## src/rtl/ucdp_clk_or_ctrl_pkg.sv

```systemverilog
// Shared types for the two-source clock OR break-before-make sequencer.
package ucdp_clk_or_ctrl_pkg;

    typedef enum logic [0:0] {
        ST_IDLE = 1'b0,
        ST_GAP  = 1'b1
    } state_e;

    typedef logic [1:0] sel_t;

    localparam sel_t SEL_NONE = 2'b00;
    localparam sel_t SEL_A    = 2'b01;
    localparam sel_t SEL_B    = 2'b10;
    localparam sel_t SEL_ILL  = 2'b11;

endpackage

```

## src/rtl/ucdp_clk_or_ctrl.sv

```systemverilog
// Break-before-make enable sequencer for two clock gates feeding an OR combiner.
// Every switch inserts an all-off gap of max(gap_i, MIN_GAP) control-clock cycles.
module ucdp_clk_or_ctrl
    import ucdp_clk_or_ctrl_pkg::*;
#(
    parameter int GAP_W   = 4,
    parameter int MIN_GAP = 1
) (
    input  logic             clk_i,
    input  logic             rst_i,
    input  logic             req_i,
    input  logic [1:0]       sel_i,
    input  logic [GAP_W-1:0] gap_i,
    output logic             rdy_o,
    output logic             done_o,
    output logic             err_o,
    output logic             busy_o,
    output logic [1:0]       sel_o,
    output logic             ena_a_o,
    output logic             ena_b_o
);

    localparam logic [GAP_W-1:0] MIN_GAP_V = GAP_W'(MIN_GAP);

    state_e           state_reg, state_next;
    logic [GAP_W-1:0] cnt_reg, cnt_next;
    sel_t             tgt_reg, tgt_next;
    sel_t             sel_reg, sel_next;
    logic             ena_a_reg, ena_a_next;
    logic             ena_b_reg, ena_b_next;
    logic             done_reg, done_next;
    logic             err_reg, err_next;
    logic [GAP_W-1:0] eff_gap;

    assign eff_gap = (gap_i < MIN_GAP_V) ? MIN_GAP_V : gap_i;

    always_comb begin
        state_next = state_reg;
        cnt_next   = cnt_reg;
        tgt_next   = tgt_reg;
        sel_next   = sel_reg;
        ena_a_next = ena_a_reg;
        ena_b_next = ena_b_reg;
        done_next  = 1'b0;
        err_next   = 1'b0;
        case (state_reg)
            ST_IDLE: begin
                if (req_i) begin
                    if (sel_i == SEL_ILL) begin
                        err_next = 1'b1;
                    end else if (sel_i == sel_reg) begin
                        done_next = 1'b1;
                    end else begin
                        // Break first: both gates off for the whole gap.
                        ena_a_next = 1'b0;
                        ena_b_next = 1'b0;
                        sel_next   = SEL_NONE;
                        tgt_next   = sel_i;
                        cnt_next   = eff_gap - GAP_W'(1);
                        state_next = ST_GAP;
                    end
                end
            end
            ST_GAP: begin
                if (cnt_reg != '0) begin
                    cnt_next = cnt_reg - GAP_W'(1);
                end else begin
                    sel_next   = tgt_reg;
                    ena_a_next = (tgt_reg == SEL_A);
                    ena_b_next = (tgt_reg == SEL_B);
                    done_next  = 1'b1;
                    state_next = ST_IDLE;
                end
            end
            default: state_next = ST_IDLE;
        endcase
    end

    always_ff @(posedge clk_i or posedge rst_i) begin
        if (rst_i) begin
            state_reg <= ST_IDLE;
            cnt_reg   <= '0;
            tgt_reg   <= SEL_NONE;
            sel_reg   <= SEL_NONE;
            ena_a_reg <= 1'b0;
            ena_b_reg <= 1'b0;
            done_reg  <= 1'b0;
            err_reg   <= 1'b0;
        end else begin
            state_reg <= state_next;
            cnt_reg   <= cnt_next;
            tgt_reg   <= tgt_next;
            sel_reg   <= sel_next;
            ena_a_reg <= ena_a_next;
            ena_b_reg <= ena_b_next;
            done_reg  <= done_next;
            err_reg   <= err_next;
        end
    end

    // Single-flop decodes only, so the status outputs stay glitch-free.
    assign rdy_o   = (state_reg == ST_IDLE);
    assign busy_o  = (state_reg == ST_GAP);
    assign done_o  = done_reg;
    assign err_o   = err_reg;
    assign sel_o   = sel_reg;
    assign ena_a_o = ena_a_reg;
    assign ena_b_o = ena_b_reg;

endmodule

```

## config.mk

```make
export PLATFORM = sky130hd
export DESIGN_NAME = ucdp_clk_or_ctrl
export DESIGN_NICKNAME = d
export VERILOG_FILES = /design/src/rtl/ucdp_clk_or_ctrl_pkg.sv /design/src/rtl/ucdp_clk_or_ctrl.sv
export SDC_FILE = /design/constraint.sdc
export NUM_CORES = 1
export LEC_CHECK = 0
export ABC_AREA = 0
export BUFFER_PORTS_ARGS = -buffer_cell sky130_fd_sc_hd__buf_4
export CAP_MARGIN = 20
export CORE_MARGIN = 2
export CORE_UTILIZATION = 40
export DETAILED_ROUTE_END_ITERATION = 6
export GPL_TIMING_DRIVEN = 1
export SETUP_SLACK_MARGIN = 0.3
export SYNTH_ARGS = -nofsm -noshare
export SYNTH_HDL_FRONTEND = slang
export SYNTH_SLANG_ARGS = --single-unit
```

## constraint.sdc

```tcl
create_clock -name clk_i -period 2 [get_ports clk_i]
set_clock_uncertainty 0.05 [all_clocks]
set_input_delay 0.3 -clock clk_i [delete_from_list [all_inputs] [get_ports clk_i]]
set_output_delay 0.3 -clock clk_i [all_outputs]
set_load 0.02 [all_outputs]
```

* After elaboration in Yosys (flattened, before gate mapping)
Cells that the tools add are included.
** Storage, ports and cells
- Register bits :: 13
- Output and inout port bits :: 8
- Word-level logic and storage cells :: 58
** Operators by class
- Add/subtract/negate cells :: 2
- $lt $le $gt $ge :: 1
- Eq/ne operators :: 9
- Multiplexer cells :: 31
- Bitwise logic cells :: 3
- Reductions and logical operators :: 4
** Operator list (count)
- 2-to-1 mux 4 bit :: 5
- 2-to-1 mux 1 bit :: 16
- AND reduction 4 bit :: 3
- 2-to-1 mux 2 bit :: 4
- != test 2 bit, second input constant :: 4
- case mux 1 bit (2 select lines) :: 4
- case mux 4 bit (2 select lines) :: 1
- subtractor 4 x 1 -> 4 bit, second input constant :: 2
- equality test 2 bit, second input constant :: 2
- less-than comparator 4 x 1 -> 1 bit, second input constant :: 1
- case mux 2 bit (2 select lines) :: 1
- nonzero test 4 bit :: 1
- inverter 1 bit :: 3
- equality test 2 x 1 -> 1 bit, second input constant :: 1
- equality test 2 bit :: 1
- != test 2 x 1 -> 1 bit, second input constant :: 1

* Logic depth before layout (Yosys ltp)
Gate-level depths: netlist of run 1.
- Word-level depth :: 7
- Depth in mapped cells :: 7
- Depth with buffers taken out :: 6

* Worst setup path after synthesis of run 1
No wires, ideal clock.
- Path type :: register to register
- From :: register state_reg (netlist: busy_o)
- To :: register cnt_reg[2]
- Library setup time :: 0.065 ns
- Arrival :: 1.643 ns
- Required time :: 1.885 ns
- Slack :: 0.242 ns
- Stages on the path, launching flop included :: 8
- Clock period less this slack :: 1.758 ns
- Cells stage by stage :: dfrtp_1 -> buf_6 -> or2_0 -> o22ai_2 -> ha_1 -> nor3_1 -> a221oi_2 -> o211a_1
** On the way
- Longest elaborated chain between the ends :: 3
** Ends and longest elaborated chain
- start: declaration :: line ucdp_clk_or_ctrl.sv:25 : state_e state_reg, state_next;
- start signal: assignment :: line ucdp_clk_or_ctrl.sv:90 : state_reg <= state_next;
- inverter 1 bit (no line)
- != test 2 bit (no line)
- AND reduction 4 bit (no line)
- end signal: assignment :: line ucdp_clk_or_ctrl.sv:91 : cnt_reg <= cnt_next;
- end: declaration :: line ucdp_clk_or_ctrl.sv:26 : logic [GAP_W-1:0] cnt_reg, cnt_next;
Several ways; a longest one is shown, not always the timed one.
A chain may end at the register's enable or synchronous reset.

* Worst setup path after layout of run 1
- From :: register state_reg (netlist: busy_o)
- To :: register cnt_reg[0]
The elaborated chain is that of the path after synthesis.

==> flow_summary.json, run 1 <==
{
  "run_status": "finished, final reports clean",
  "die_w_um": 46,
  "drtAntennaViolNets": 0,
  "vias": 590,
  "leakage_nw": 0.419,
  "grt_pass1_wl_um": 2210,
  "critPathArrivalTime_ns": 1.78,
  "startpoint_type": "register",
  "cp-end-kind": "register",
  "drt_iter0_markers": 15,
  "drc": 0,
  "hold_viol_final": 0,
  "ir_worst_vdd_mv": 0.600,
  "clock_path_buffers": 2,
  "insertion_delay_ns": 0.28,
  "setup_violations": 0,
  "wl_per_cell_um": 12.9,
  "holdCritPathClass": "in -> reg",
  "worstSetupPathType": "reg -> reg",
  "cts_tree": "done",
  "grt_max_degree": 14,
  "antenna_found_initial": 0,
  "coreArea_um2": 1690,
  "max_stage_delay_ns": 0.45,
  "place.gp.congestion": 0.753,
  "placementRows": 15,
  "clkSinkCount": 13,
  "overflow": 0,
  "routed_via_density": 5.27,
  "postSynthNetCount": 79,
  "grt_pass1_vias": 493,
  "avgSynthCellArea_um2": 10.2,
  "p_per_area_nw_per_um2": 1490,
  "die_h_um": 46,
  "hold_ws_ns": 0.217,
  "die-area_um2": 2120,
  "dp_hpwl_um": 1010,
  "final_common_cell": "buf_4",
  "finalCritPeriodShare": 0.829,
  "grt_setup_unrepaired": "yes",
  "cts_buffers": 3,
  "drt-pass1-iter-count": 4,
  "nNetsFinal": 106,
  "clock.fmax_ghz": 0.603,
  "htreeDepth": 1,
  "path_cells": "buf_4, nor3b_1, o21ai_2, o211ai_4, mux2_2",
  "synthArstFlopShare": 1.00,
  "ys_types": 29,
  "cp_slowest_cell": "dfrtp_2",
  "synthFlopType": "dfrtp_1",
  "drt_wl_total_um": 1450,
  "layout.cells.most_common_list": "buf_4, nand2_1, dfrtp_1",
  "critPathBufInv": 1,
  "netlist_area_um2": 706,
  "start_util": 0.418,
  "fin_crit_ns": 1.66,
  "synth_edf_count": 0,
  "cap_violations": 0,
  "worstPathRequired_ns": 2.12,
  "drive_gt1_frac": 0.379,
  "tightestPinTransition_ns": 0.481,
  "n_antenna_cell": 0,
  "area_growth_pct": 30.5,
  "cts_root_buffer": "clkbuf_4",
  "path_delay_family": "flip-flops",
  "grt_usage": 0.149,
  "synthCells": 69,
  "largest_reg_flops": 4,
  "pin_count": 17,
  "fin_util": 0.545,
  "ys_seq_area_frac": 0.461,
  "yosysWarnings": 0,
  "placedCellCount": 101,
  "path_clk_slew_ns": 0.08,
  "ys_ff_latch": 13,
  "tns_ns": 0,
  "stdcell_count": 112,
  "slew_headroom": 0.679,
  "crit_fanout": 9,
  "maxSlewViolCount": 0,
  "ctsResizeCount": 0,
  "numPortBuffers": 16
}
==> layout make-up <==
cell class                      instances  area, um^2
Fill cell                             161         768
Multi-Input combinational cell         51         357
Sequential cell                        13         327
Timing Repair Buffer                   23         175
Clock buffer                            4        26.3
Tap cell                               17        21.3
Inverter                                4        15.0
==> metrics by stage <==
step | total power [mW] | cell area (um^2) | worst slack (ns)
after floorplan | 0.958 | 709 | 0.302
after global placement | 1.12 | 840 | 0.356
after detailed placement | 1.13 | 840 | 0.306
after CTS | 1.34 | 898 | 0.338
after global routing | 1.49 | 921 | 0.267
final | 1.37 | 921 | 0.341
==> synth_stat cells (all sizes together) (2+ instances only) <==
master | n | share of area
a21oi | 2 | 0.014
dfrtp | 13 | 0.46
inv | 4 | 0.021
nand2 | 13 | 0.073
nor2 | 3 | 0.016
nor2b | 3 | 0.027
nor3 | 3 | 0.021
nor3b | 3 | 0.032
nor4 | 2 | 0.039
o21ai | 7 | 0.060
o22ai | 3 | 0.035
o32ai | 2 | 0.025
==> cell families after synthesis <==
group,synth area share
AO/OA/AOI/OAI,0.225
adder cells (fa/ha/maj),0.0177
buffers and inverters,0.0372
flip-flops,0.461
multiplexers,0.0301
AND/OR/NAND/NOR,0.229
==> report_power, final <==
part	switching, mW	total (mW)	internal [mW]
clock	0.0898	0.167	0.0774
sequential	0.121	0.495	0.374
combinational	0.361	0.712	0.351
total	0.571	1.37	0.802
==> routing by layer <==
metal,routed length [um],global-route usage,part of all wire,vias to the layer above
met5,0,0,0,-
met4,11,0.0686,0.0076,0
met3,56,0.0556,0.039,2
met2,665,0.192,0.46,9
met1,715,0.217,0.49,274
li1,-,-,-,305
==> worst min-delay path: stages <==
cell,delay (ns)
buf_4,0.13
nand2_1,0.05
nor2_1,0.03
==> what timing repair did <==
action                                  CTS  global route
setup buffers                             3             3
pin swaps                                 0             0
hold buffers                              1             0
gates cloned                              0             0
endpoints found under the setup margin    1             2
hold endpoints to repair                  7             0
==> worst paths after layout <==
check                                start    endpoint  slack, ns  cells past startpoint
worst max-delay path                busy_o  cnt_reg[0]       0.34                      5
worst min-delay path              sel_i[1]       err_o       0.22                      3
worst max register to register      busy_o  cnt_reg[0]       0.34                      5
worst min register to register  tgt_reg[0]     ena_b_o       0.42                      1
max in group asynchronous            rst_i      busy_o       1.01                      3
min in group asynchronous            rst_i  cnt_reg[2]       0.54                      3
No activity file was read; power rests on OpenSTA's default activity.
==> inputs of run 2 (changes only) <==
--- a/config.mk
+++ b/config.mk
@@ -5,7 +5,7 @@
 export SDC_FILE = /design/constraint.sdc
 export NUM_CORES = 1
 export LEC_CHECK = 0
-export ABC_AREA = 0
+export ABC_AREA = 1
 export BUFFER_PORTS_ARGS = -buffer_cell sky130_fd_sc_hd__buf_4
 export CAP_MARGIN = 20
 export CORE_MARGIN = 2
==> constraint.sdc (replaced) <==
create_clock -name clk_i -period 1.55 [get_ports clk_i]
set_clock_uncertainty 0.05 [all_clocks]
set_input_delay 0.2325 -clock clk_i [delete_from_list [all_inputs] [get_ports clk_i]]
set_output_delay 0.2325 -clock clk_i [all_outputs]
set_load 0.02 [all_outputs]
==> run 2 against run 1 <==
Effect of this change: non-clock buffer count increased by 5; clock-buffer cell count fell by 1; first-iteration DRC count increased by 33%; setup slack worse by 0.091 ns; synthesized cell count increased by 28%; critical path depth grew 2; largest cell class unchanged; global-route usage grew 1.6 points; sequential power increased by 25%; worst hold slack lost 0.023 ns; clock power increased by 25%; core utilization is 9.0 points higher; highest routed layer unchanged; power rose by 48%.
==> flow_summary.json, run 2 <==
{
  "cp_slowest_cell": "dfrtp_2",
  "synthSimpleGateAreaFrac": 0.333,
  "n_antenna_cell": 0,
  "postSynthNetCount": 98,
  "synthAdderAreaFrac": 0.0169,
  "start_util": 0.428,
  "insertion_delay_ns": 0.28,
  "hold_ws_ns": 0.194,
  "grt_use_met1": 0.242,
  "path_cells": "inv_8, nand2_4, a21oi_4, nand2_4, buf_12, nand3_4, o31ai_2",
  "hold_viol_final": 0,
  "routed_via_density": 4.62,
  "synthCells": 88,
  "max_stage_delay_ns": 0.49,
  "pin_count": 17,
  "drt_wl_total_um": 1640,
  "drc": 0,
  "dp_hpwl_um": 1070,
  "clock_path_buffers": 2,
  "yosysTopAreaCellShare": 0.440,
  "drt_iter0_markers": 20,
  "synthTopCellsByCount": "nand2_1, dfrtp_1, inv_1",
  "ir_worst_vdd_mv": 1.02,
  "muxShareOfSynthArea": 0,
  "synthArstFlopShare": 1.00,
  "ys_types": 20,
  "critPathBufInv": 2,
  "synthFlopType": "dfrtp_1",
  "grt_setup_unrepaired": "yes",
  "antenna_found_initial": 0,
  "synth_compound_area_frac": 0.0829,
  "grt_max_degree": 14,
  "leakage_nw": 0.577,
  "path_delay_family": "flip-flops",
  "grt_usage": 0.165,
  "met2_usage": 0.238,
  "seqPwrFrac": 0.305,
  "slew_headroom": 0.677,
  "startpoint_type": "register",
  "crit_fanout": 7,
  "met3_usage": 0.0577,
  "top_usage_layer": "met1",
  "finalCritPeriodShare": 0.839,
  "holdCritPathClass": "in -> reg",
  "synth_top_area_cell": "dfrtp_1",
  "yosysWarnings": 0,
  "yosys-top-cells-area": "dfrtp_1, nand2_1, nand3_2",
  "cap_violations": 0,
  "p_comb_frac": 0.593,
  "fin_ws_ns": 0.250,
  "htreeDepth": 1,
  "fin_crit_ns": 1.30,
  "largest_reg_flops": 4,
  "overflow": 0,
  "area_growth_pct": 48.4,
  "path_clk_slew_ns": 0.09,
  "drive_gt1_frac": 0.517,
  "p_sw_frac": 0.461,
  "tightestPinTransition_ns": 0.484,
  "switching_power_uw": 938,
  "nNetsFinal": 129,
  "final_common_cell": "buf_4",
  "drtAntennaViolNets": 0,
  "numPortBuffers": 16,
  "vias": 661,
  "yosysMostFrequentCell": "nand2_1",
  "die_h_um": 47.0,
  "coreArea_um2": 1730,
  "path_common_cell": "nand2_4",
  "grt_pass1_wl_um": 2510,
  "avgSynthCellArea_um2": 8.40,
  "die_w_um": 47.0,
  "cts_root_buffer": "clkbuf_4",
  "maxSlewViolCount": 0,
  "worstPathRequired_ns": 1.67,
  "p_per_area_nw_per_um2": 1860,
  "worstSetupPathType": "reg -> reg",
  "die-area_um2": 2210,
  "cts_buffers": 3,
  "pre_cts_ws_ns": 0.113,
  "clock.fmax_ghz": 0.769,
  "placementRows": 15,
  "drt-pass1-iter-count": 4,
  "grt_pass1_vias": 557,
  "clkSinkCount": 13,
  "fin_util": 0.636,
  "cts_tree": "done",
  "ys_ff_latch": 13,
  "setup_violations": 0,
  "cp-end-kind": "register",
  "netlist_area_um2": 739,
  "synth_edf_count": 0,
  "place.gp.congestion": 0.776,
  "tns_ns": 0,
  "wl_per_cell_um": 11.5,
  "synth_xor_xnor_area_share": 0.0237,
  "layout.cells.most_common_list": "buf_4, nand2_1, dfrtp_1",
  "run_status": "finished, final reports clean",
  "p_int_mw": 1.10,
  "synth_top_family_by_area": "simple AND/OR/NAND/NOR gates",
  "ys_seq_area_frac": 0.440,
  "critPathArrivalTime_ns": 1.42,
  "clkPwrFrac": 0.102
}
## run 2: changes by cell type after synthesis, sizes merged, moves of 2 or more
| cell | change |
|---|---|
| inv | +9 |
| nand2 | +20 |
| nand3 | +10 |
| nor2b | -3 |
| nor3 | -2 |
| nor3b | -3 |
| nor4 | -2 |
| o22ai | -3 |
| o32ai | -2 |
## run 2: path summary, 6_finish.rpt
kind	end	slack, ns	startpoint	depth (start not counted)
max	ena_a_o	0.25	busy_o	7
min	err_o	0.19	sel_i[1]	3
max reg2reg	ena_a_o	0.25	busy_o	7
min reg2reg	ena_b_o	0.48	ena_b_o	2
max in group asynchronous	busy_o	0.62	rst_i	3
min in group asynchronous	tgt_reg[1]	0.47	rst_i	3
## run 2: cell type report
type	count	area, um^2
well taps	25	31.3
fillers	148	629
inverters	13	56.3
flip-flops and latches	13	327
clock buffers	3	22.5
multi-input cells	60	423
clock inverters	1	5.00
repair buffers	28	233
## run 2: tightest hold or removal path, cell delays in order
cell    delay [ns]
buf_4         0.13
inv_2         0.07
nor3_1        0.05
## run 2: per-stage QoR
stage          cells  power (mW)  instance area, um^2
2_1_floorplan     88        1.34                  773
3_3_place_gp     127        1.55                  902
3_5_place_dp     127        1.55                  902
4_1_cts          140        1.97                 1050
5_1_grt          143        2.21                 1100
6_report         143        2.04                 1100
## run 2: cells by family (layout without fill, tap and decap cells)
family / after synthesis / count (layout)
buf+inv: 15 / 45
xor+xnor: 2 / 2
simple gates: 49 / 49
flops: 13 / 13
fa+ha+maj: 1 / 1
compound gates: 8 / 8
## run 2: timing repair
item,CTS,global route
setup buffers,8,3
pin swaps,9,3
hold endpoints to repair,13,0
gates resized for setup,10,5
hold buffers,1,0
setup endpoints to repair,13,12
## run 2: power by group through the flow
stage / Combinational, mW / Sequential, mW / Clock, mW
6_report: 1.21 / 0.621 / 0.208
5_1_grt: 1.34 / 0.637 / 0.237
4_1_cts: 1.14 / 0.607 / 0.217
3_5_place_dp: 0.933 / 0.615 / 0
3_3_place_gp: 0.933 / 0.613 / 0
2_1_floorplan: 0.720 / 0.622 / 0
## run 2: per-layer routing
| metal | part of all wire | vias to the layer above |
|---|---|---|
| met2 | 0.50 | 13 |
| met3 | 0.033 | 2 |
| met5 | 0 | - |
| met1 | 0.45 | 310 |
| met4 | 0.011 | 0 |
| li1 | - | 336 |
==> inputs of run 3 (changes only) <==
==> constraint.sdc (replaced) <==
create_clock -name clk_i -period 1.2 [get_ports clk_i]
set_clock_uncertainty 0.05 [all_clocks]
set_input_delay 0.18 -clock clk_i [delete_from_list [all_inputs] [get_ports clk_i]]
set_output_delay 0.18 -clock clk_i [all_outputs]
set_load 0.02 [all_outputs]
==> run 3 against run 2 <==
Effect of this change: the run now ends with hold timing, setup timing left; design area rose by 13%; clock-buffer cell count did not move; core utilization rose by 8.6 points; global-route usage rose by 1.5 points; die area did not move; setup slack got worse by 0.41 ns; register-to-register slack got worse by 0.38 ns; sequential cell count did not move; critical path depth fell by 4; first-iteration DRC count fell by 55%; clock power rose by 36%; combinational power rose by 67%; largest power group unchanged.
==> flow_summary.json, run 3 (synthesized netlist as in run 2, its figures left out) <==
{
  "routed_via_density": 4.52,
  "seqPwrFrac": 0.251,
  "startpoint_type": "register",
  "ir_worst_vdd_mv": 1.43,
  "reg2reg_slack_ns": -0.13,
  "p_sw_frac": 0.435,
  "dp_hpwl_um": 1280,
  "insertion_delay_ns": 0.28,
  "antenna_found_initial": 0,
  "dr.max_layer_used": "met4",
  "pre_cts_ws_ns": -0.0836,
  "slew_headroom": 0.669,
  "wl_met3_um": 33,
  "drive_gt1_frac": 0.589,
  "grt_pass1_vias": 625,
  "die-area_um2": 2210,
  "setup_violations": 12,
  "maxSlewViolCount": 0,
  "worstSetupPathType": "reg -> out",
  "leakage_nw": 0.644,
  "p_comb_frac": 0.657,
  "p_int_mw": 1.74,
  "cp-end-kind": "output port",
  "grt_usage": 0.181,
  "clock_path_buffers": 2,
  "placementRows": 15,
  "tns_ns": -1.19,
  "largest_reg_flops": 4,
  "drc": 0,
  "n_antenna_cell": 0,
  "p_per_area_nw_per_um2": 2470,
  "numPortBuffers": 16,
  "htreeDepth": 1,
  "grt_pass1_wl_um": 2700,
  "path_clk_slew_ns": 0.09,
  "start_util": 0.428,
  "die_w_um": 47.0,
  "reg2reg_from": "busy_o",
  "nNetsFinal": 140,
  "stdcell_area_um2": 1240,
  "cap_violations": 0,
  "holdCritPathClass": "in -> async",
  "area_growth_pct": 68.4,
  "violations": "hold timing, setup timing",
  "fin_ws_ns": -0.155,
  "grt_setup_unrepaired": "yes",
  "crit_fanout": 4,
  "layout.cells.most_common_list": "buf_4, nand2_1, buf_6",
  "place.gp.congestion": 0.856,
  "drt_iter0_markers": 9,
  "cts_tree": "done",
  "clock.fmax_ghz": 0.738,
  "overflow": 0,
  "endpoint": "busy_o",
  "placed_area_um2": 1010,
  "cts_buffers": 3,
  "hold_ws_ns": -0.137,
  "wl_per_cell_um": 11.5,
  "wl_met1_um": 804,
  "drt-pass1-iter-count": 4,
  "clkSinkCount": 13,
  "coreArea_um2": 1730,
  "worst_r2r_endpoint": "cnt_reg[2]",
  "run_status": "finished with violations",
  "finalCritPeriodShare": 1.13,
  "switching_power_mw": 1.34,
  "grt_max_degree": 14,
  "tightestPinTransition_ns": 0.497,
  "fin_crit_ns": 1.35,
  "hold_viol_final": 13,
  "die_h_um": 47.0,
  "final_common_cell": "buf_4",
  "vias": 696,
  "startpoint": "busy_o",
  "worstPathRequired_ns": 0.97,
  "wl_met2_um": 898,
  "clkPwrFrac": 0.092,
  "drtAntennaViolNets": 0,
  "power_mw": 3.08,
  "critPathArrivalTime_ns": 1.12,
  "rr_worst_depth": 8,
  "pin_count": 17,
  "cts_root_buffer": "clkbuf_4",
  "drt_wl_total_um": 1780
}
## run 3: timing repair
action,CTS,global route
endpoints found under the hold margin,13,13
setup endpoints to repair,21,21
pin swaps,5,2
resized for setup,22,9
setup buffers,7,4
## run 3: final cells by class
cell class / instances / area [um^2]
Clock buffer: 3 / 22.5
Clock inverter: 1 / 5.00
Fill cell: 130 / 482
Inverter: 13 / 56.3
Multi-Input combinational cell: 60 / 442
Sequential cell: 13 / 327
Tap cell: 25 / 31.3
Timing Repair Buffer: 39 / 362
## run 3: routing by layer
layer  up-vias  GRT usage
met1       323      0.238
met5         -          0
met4         0     0.0833
met2        11      0.279
li1        357          -
met3         5     0.0462
## run 3: worst min-delay path by stage
stage,startpoint,endpoint,slack (ns)
4_1_cts,rst_i,ena_b_o,-0.12
2_1_floorplan,rst_i,cnt_reg[0],0.007
3_3_place_gp,rst_i,ena_a_o,0.19
3_5_place_dp,rst_i,ena_b_o,0.19
5_1_grt,rst_i,ena_b_o,-0.11
6_report,rst_i,ena_b_o,-0.14
## run 3: per-stage QoR
stage	util	instances
2_1_floorplan	-	88
4_1_cts	0.680	150
5_1_grt	0.721	154
3_3_place_gp	0.585	139
3_5_place_dp	0.585	139
6_report	0.721	154
## run 3: worst max-delay path: stages (launching register included)
cell and delay [ns]:
dfrtp_2 0.47, buf_6 0.14, buf_6 0.11, buf_6 0.12
## run 3: power groups by stage
stage	combinational [mW]	clock, mW	sequential, mW
final	2.02	0.283	0.773
after global routing	2.21	0.316	0.793
after CTS	1.86	0.287	0.766
after detailed placement	1.54	0	0.753
after global placement	1.51	0	0.747
after floorplan	0.933	0	0.803
